**src/rtl/regfile_write_port.sv**
```systemverilog
// regfile_write_port: write side of the 16x16 register file.
// Buffers valid/ready write requests in a FIFO and retires one per cycle.
//
// Ports:
//   clk, reset       clock, async active-high reset
//   wr_valid/ready   request handshake
//   wr_addr/data/be  write target, data, byte enables
//   commit_en        allow queue head to retire
//   flush            drop all pending writes
//   regs             flat register bus, R0 at [15:0]
//   pending          queued write count
//   commit_valid     pulse: a write retired last edge
//   commit_addr      address of that write
module regfile_write_port #(
  parameter int DATA_W = 16,
  parameter int ADDR_W = 4,
  parameter int DEPTH  = 2
) (
  input  logic                           clk,
  input  logic                           reset,
  input  logic                           wr_valid,
  output logic                           wr_ready,
  input  logic [ADDR_W-1:0]              wr_addr,
  input  logic [DATA_W-1:0]              wr_data,
  input  logic [1:0]                     wr_be,
  input  logic                           commit_en,
  input  logic                           flush,
  output logic [DATA_W*(2**ADDR_W)-1:0]  regs,
  output logic [2:0]                     pending,
  output logic                           commit_valid,
  output logic [ADDR_W-1:0]              commit_addr
);

  localparam int NR = 2**ADDR_W;
  localparam int PW = (DEPTH > 1) ? $clog2(DEPTH) : 1;

  logic [ADDR_W-1:0] q_addr [DEPTH];
  logic [DATA_W-1:0] q_data [DEPTH];
  logic [1:0]        q_be   [DEPTH];
  logic [PW-1:0]     head;
  logic [PW-1:0]     tail;
  logic [2:0]        count;
  logic [DATA_W-1:0] rf [NR];
  logic              push;
  logic              pop;
  logic [ADDR_W-1:0] h_addr;
  logic [DATA_W-1:0] merged;

  function automatic logic [PW-1:0] nxt(
    input logic [PW-1:0] p
  );
    return (p == PW'(DEPTH-1)) ? '0 : p + PW'(1);
  endfunction

  // Ready depends only on registered count and flush.
  assign wr_ready = !flush && (count != 3'(DEPTH));
  assign push     = wr_valid && wr_ready;
  assign pop      = (count != 3'd0) && commit_en && !flush;
  assign pending  = count;
  assign h_addr   = q_addr[head];

  // Byte merge against the register's value at retire time.
  always_comb begin
    merged = rf[h_addr];
    if (q_be[head][0])
      merged[7:0] = q_data[head][7:0];
    if (q_be[head][1])
      merged[DATA_W-1:8] = q_data[head][DATA_W-1:8];
  end

  always_ff @(posedge clk or posedge reset) begin
    if (reset) begin
      head  <= '0;
      tail  <= '0;
      count <= '0;
      for (int i = 0; i < DEPTH; i++) begin
        q_addr[i] <= '0;
        q_data[i] <= '0;
        q_be[i]   <= '0;
      end
    end else if (flush) begin
      head  <= '0;
      tail  <= '0;
      count <= '0;
    end else begin
      if (push) begin
        q_addr[tail] <= wr_addr;
        q_data[tail] <= wr_data;
        q_be[tail]   <= wr_be;
        tail         <= nxt(tail);
      end
      if (pop)
        head <= nxt(head);
      count <= count + 3'(push) - 3'(pop);
    end
  end

  always_ff @(posedge clk or posedge reset) begin
    if (reset) begin
      commit_valid <= 1'b0;
      commit_addr  <= '0;
      for (int i = 0; i < NR; i++)
        rf[i] <= '0;
    end else begin
      commit_valid <= pop;
      if (pop) begin
        rf[h_addr]  <= merged;
        commit_addr <= h_addr;
      end
    end
  end

  for (genvar g = 0; g < NR; g++) begin : g_flat
    assign regs[g*DATA_W +: DATA_W] = rf[g];
  end

endmodule

```
**config.mk**
```make
export PLATFORM = sky130hd
export DESIGN_NAME = regfile_write_port
export DESIGN_NICKNAME = d
export VERILOG_FILES = /design/src/rtl/regfile_write_port.sv
export SDC_FILE = /design/constraint.sdc
export NUM_CORES = 1
export LEC_CHECK = 0
export BUFFER_PORTS_ARGS = -buffer_cell sky130_fd_sc_hd__clkbuf_2
export CAP_MARGIN = 30
export CORE_MARGIN = 2
export CORE_UTILIZATION = 27
export CTS_BUF_LIST = sky130_fd_sc_hd__clkbuf_4
export CTS_CLUSTER_DIAMETER = 80
export DETAILED_ROUTE_END_ITERATION = 10
export PLACE_DENSITY = 0.49
export RECOVER_POWER = 25
export REMOVE_ABC_BUFFERS = 1
export SLEW_MARGIN = 20
export SYNTH_ARGS = -nofsm -noshare
export SYNTH_HDL_FRONTEND = slang
export SYNTH_SLANG_ARGS = --single-unit
```
**constraint.sdc**
```tcl
create_clock -name clk -period 25.7 [get_ports clk]
set_clock_uncertainty 0.1 [all_clocks]
set_input_delay 2.57 -clock clk [delete_from_list [all_inputs] [get_ports clk]]
set_output_delay 2.57 -clock clk [all_outputs]
set_load 0.05 [all_outputs]
```
==> impl_metrics.py <==
metrics = {
    "critical_path": {
        "crit_path_end_kind": "async pin",
        "slowest_delay_ns": 2.77,
        "path_cells": "clkbuf_2 -> clkinvlp_2 -> clkbuf_1 -> clkbuf_1",
        "ff2ff_path_depth": 8,
        "start_kind": "input pin",
        "rr_startpoint": "head$_DFFE_PP0P_",
        "cp_common_cell": "clkbuf_1",
        "cp_top_family": "buffers and inverters",
        "worstSetupPathType": "input pin to async pin",
        "cp_data_required_time_ns": 25.31,
        "reg2reg_to": "regs[233]$_DFFE_PP0P_",
        "cp_num_buf_inv": 4,
        "r2r_slack_ns": 20.87,
        "cp.arrival_ns": 8.74,
        "slowest_stage": "clkinvlp_2",
        "path_max_fanout": 108,
    },
    "finish": {
        "areaGrowthSynthToFinish_pct": 16.4,
        "final_core_util_pct": 31.9,
        "nets": 2066,
        "drive_above_1_share_pct": 27.1,
        "fillers": 6763,
    },
    "route": {
        "routed-via-count": 17000,
        "drt-initial-drc-count": 1796,
        "dr_wl_met3_mm": 7.42,
        "drc": 0,
        "wl_mm": 78.6,
        "met2_length_mm": 36.7,
        "vias_per_cell": 5.73,
        "ant_nets": 0,
        "top_layer": "met5",
        "wl_per_cell_um": 26.5,
        "firstDrtPassIters": 6,
        "wl_met1_mm": 32.0,
    },
    "clock_network": {
        "cts_sinks": 310,
        "postCtsHoldBufs": 0,
        "tritoncts": "built",
        "cts_root_buf": "clkbuf_4",
        "post_cts_buffers": 0,
        "numCtsBuffers": 86,
        "cts-htree-levels": 3,
        "clk_pin_slew_ns": 0.06,
        "clock_latency_ns": 0.83,
        "ctsResizeCount": 0,
        "max-clock-path-buffers": 3,
    },
    "timing": {
        "period_needed_ns": 9.13,
        "post-route-period-util_pct": 35.5,
        "setup_viol": 0,
        "slew_violations": 208,
        "rsz0062_at_grt": "no",
        "fin_setup_tns_ns": 0,
        "hold_viol": 0,
        "worst_pin_slew_ns": 5.03,
        "relSlewSlack_pct": -237,
        "max_freq_ghz": 0.110,
    },
    "synth": {
        "synthCells": 1800,
        "synth-main-ff-cell": "dfrtp_1",
        "yosysUniqueCellTypes": 55,
        "synth_edf_count": 0,
        "synth-seq-area-share_pct": 43.8,
        "syn_avg_cell_area_um2": 9.83,
        "synth-seq-cells": 310,
        "ys_warn_count": 0,
        "syn-cell-area_um2": 17700,
        "synthArstFlopShare_pct": 100,
    },
    "global_routing": {
        "grt_pass1_vias": 16300,
        "antenna_found_initial": 3,
        "grt-ovfl-total": 0,
        "grt_max_degree": 109,
        "grt_pass1_wl_mm": 114,
        "grt_usage_pct": 22.7,
    },
    "floorplanning": {
        "die_x_um": 260,
        "boundaryPins": 292,
        "fp.dieArea_um2": 67600,
        "start_util_pct": 27.4,
        "row_count": 93,
        "coreArea_um2": 64600,
        "die_y_um": 260,
    },
    "min_path": {
        "hold_depth": 1,
        "hp-class": "register to register",
        "whs_endpoint": "q_be[0]$_DFFE_PP0P_",
        "min_from": "q_be[0]$_DFFE_PP0P_",
    },
    "job": {
        "cap_violations": 3,
    },
    "power": {
        "peakVddDrop_mv": 0.0617,
        "finalPower_mw": 3.25,
        "power.leakage_nw": 8.50,
        "power_density_nw_per_um2": 158,
    },
    "place": {
        "port_buffers": 291,
        "dp_hpwl_mm": 52.1,
        "place.gp.congestion": 0.884,
    },
    "run_status": {
        "violations": "max-capacitance violations, max-slew violations",
        "status": "complete, but fails checks",
    },
}
==> area by class of cell <==
class                   instances  area, µm²  area share (%)
clock buffers                 130        976            4.74
clock inverters                28        134           0.650
repair buffers                352       1930            9.36
multi-input cells            1203       8410            40.8
inverters                      83        313            1.52
diodes                          2       5.00          0.0243
well taps                     855       1070            5.19
flip-flops and latches        310       7770            37.7
==> power breakdown <==
group | internal [mW] | total, mW | switching, mW
combinational | 0.408 | 1.80 | 1.39
sequential | 0.696 | 0.985 | 0.289
clock | 0.241 | 0.466 | 0.225
total | 1.34 | 3.25 | 1.90
==> registers in the layout, indices dropped and copies added, names as in the netlist <==
signal        cells
regs            256
q_data           32
q_addr            8
commit_addr       4
q_be              4
pending           3
commit_valid      1
head              1
tail              1
==> worst register-to-register path, cell delays in order (launching register included) <==
cell	delay, ns
dfrtp_4	0.85
buf_4	0.77
nand2_1	0.67
buf_4	0.44
o22ai_2	0.60
nand3_1	0.66
buf_8	0.41
nand2_1	0.08
o221ai_1	0.10
==> cell families after synthesis <==
family                     count (synthesis)  share of synthesized area, %
muxes                                     62                          3.82
and+or+nand+nor                          529                          14.5
DFF                                      310                          43.8
AOI/OAI and AO/OA                        606                          28.7
adders and majority gates                  3                         0.254
xor gates and xnor gates                   3                         0.148
buffers and inverters                    287                          8.79
==> synthesized netlist by cell type, types with 3 or more instances <==
| library cell | number | area, µm² |
|---|---|---|
| nand3_1 | 16 | 80.1 |
| o21ai_1 | 9 | 45.0 |
| a21boi_0 | 64 | 480 |
| o22ai_2 | 4 | 50.1 |
| o31ai_1 | 34 | 255 |
| mux2_2 | 45 | 507 |
| o221ai_1 | 232 | 2030 |
| buf_6 | 42 | 473 |
| nor2_1 | 9 | 33.8 |
| nand2b_1 | 34 | 213 |
| mux2i_1 | 17 | 170 |
| buf_2 | 60 | 300 |
| buf_4 | 20 | 150 |
| inv_1 | 83 | 312 |
| nand4b_1 | 64 | 561 |
| a22oi_1 | 16 | 120 |
| a2111oi_0 | 11 | 96.3 |
| and4_1 | 5 | 43.8 |
| nand4_1 | 10 | 62.6 |
| o21a_1 | 53 | 398 |
| o22ai_1 | 34 | 213 |
| o21ai_0 | 8 | 40.0 |
| o221ai_2 | 8 | 120 |
| nor2b_1 | 3 | 18.8 |
| dfrtp_1 | 310 | 7760 |
| o2111a_2 | 11 | 138 |
| a21oi_1 | 3 | 15.0 |
| nand2_1 | 368 | 1380 |
| clkbuf_1 | 78 | 293 |
| o32ai_1 | 30 | 263 |
| o41ai_1 | 81 | 709 |
| and3_1 | 6 | 37.5 |
==> how the worst max path moves through the flow <==
stage,cells after the start,slack [ns],end,startpoint
6_report,4,16.57,q_addr[4]$_DFFE_PP0P_,reset
5_1_grt,4,15.16,q_addr[4]$_DFFE_PP0P_,reset
4_1_cts,3,19.77,wr_ready,flush
3_5_place_dp,3,19.78,wr_ready,flush
3_3_place_gp,3,19.79,wr_ready,flush
2_1_floorplan,1,14.46,commit_addr[0]$_DFFE_PP0P_,reset
==> metrics by stage <==
step / instances / worst slack (ns) / area [µm²] / hold slack, ns
finish: 2963 / 16.57 / 20600 / 0.398
global route: 2963 / 15.16 / 20600 / 0.412
CTS: 2959 / 19.77 / 20600 / 0.401
detailed placement: 2801 / 19.78 / 19500 / 0.387
global placement: 2798 / 19.79 / 19400 / 0.380
floorplan: 1596 / 14.46 / 16500 / 0.371
==> layout by cell type (no fill, tap or decap), types with 5 or more instances in the layout <==
cell type,Yosys,layout
a21boi_0,64,64
and4_1,5,5
buf_4,20,52
o21a_1,53,53
mux2i_1,17,17
nand2_1,368,368
o221ai_2,8,8
clkbuf_4,0,130
a22oi_1,16,16
nand2b_1,34,33
o21ai_1,9,9
clkbuf_2,1,289
a2111oi_0,11,11
clkbuf_1,78,7
and3_1,6,6
o31ai_1,34,34
nor2_1,9,8
nand4b_1,64,64
o41ai_1,81,81
nand4_1,10,10
clkinv_1,0,21
o21ai_0,8,8
nand3_1,16,16
o22ai_1,34,34
o32ai_1,30,30
o2111a_2,11,11
o221ai_1,232,232
dfrtp_1,310,305
inv_1,83,82
mux2_2,45,45
==> layer usage <==
| metal | global-route usage [%] | vias up |
|---|---|---|
| li1 | - | 7467 |
| met5 | 0 | - |
| met3 | 6.91 | 123 |
| met4 | 8.43 | 2 |
| met1 | 28.9 | 8569 |
| met2 | 36.0 | 826 |
No activity file was read; power rests on OpenSTA's default activity.
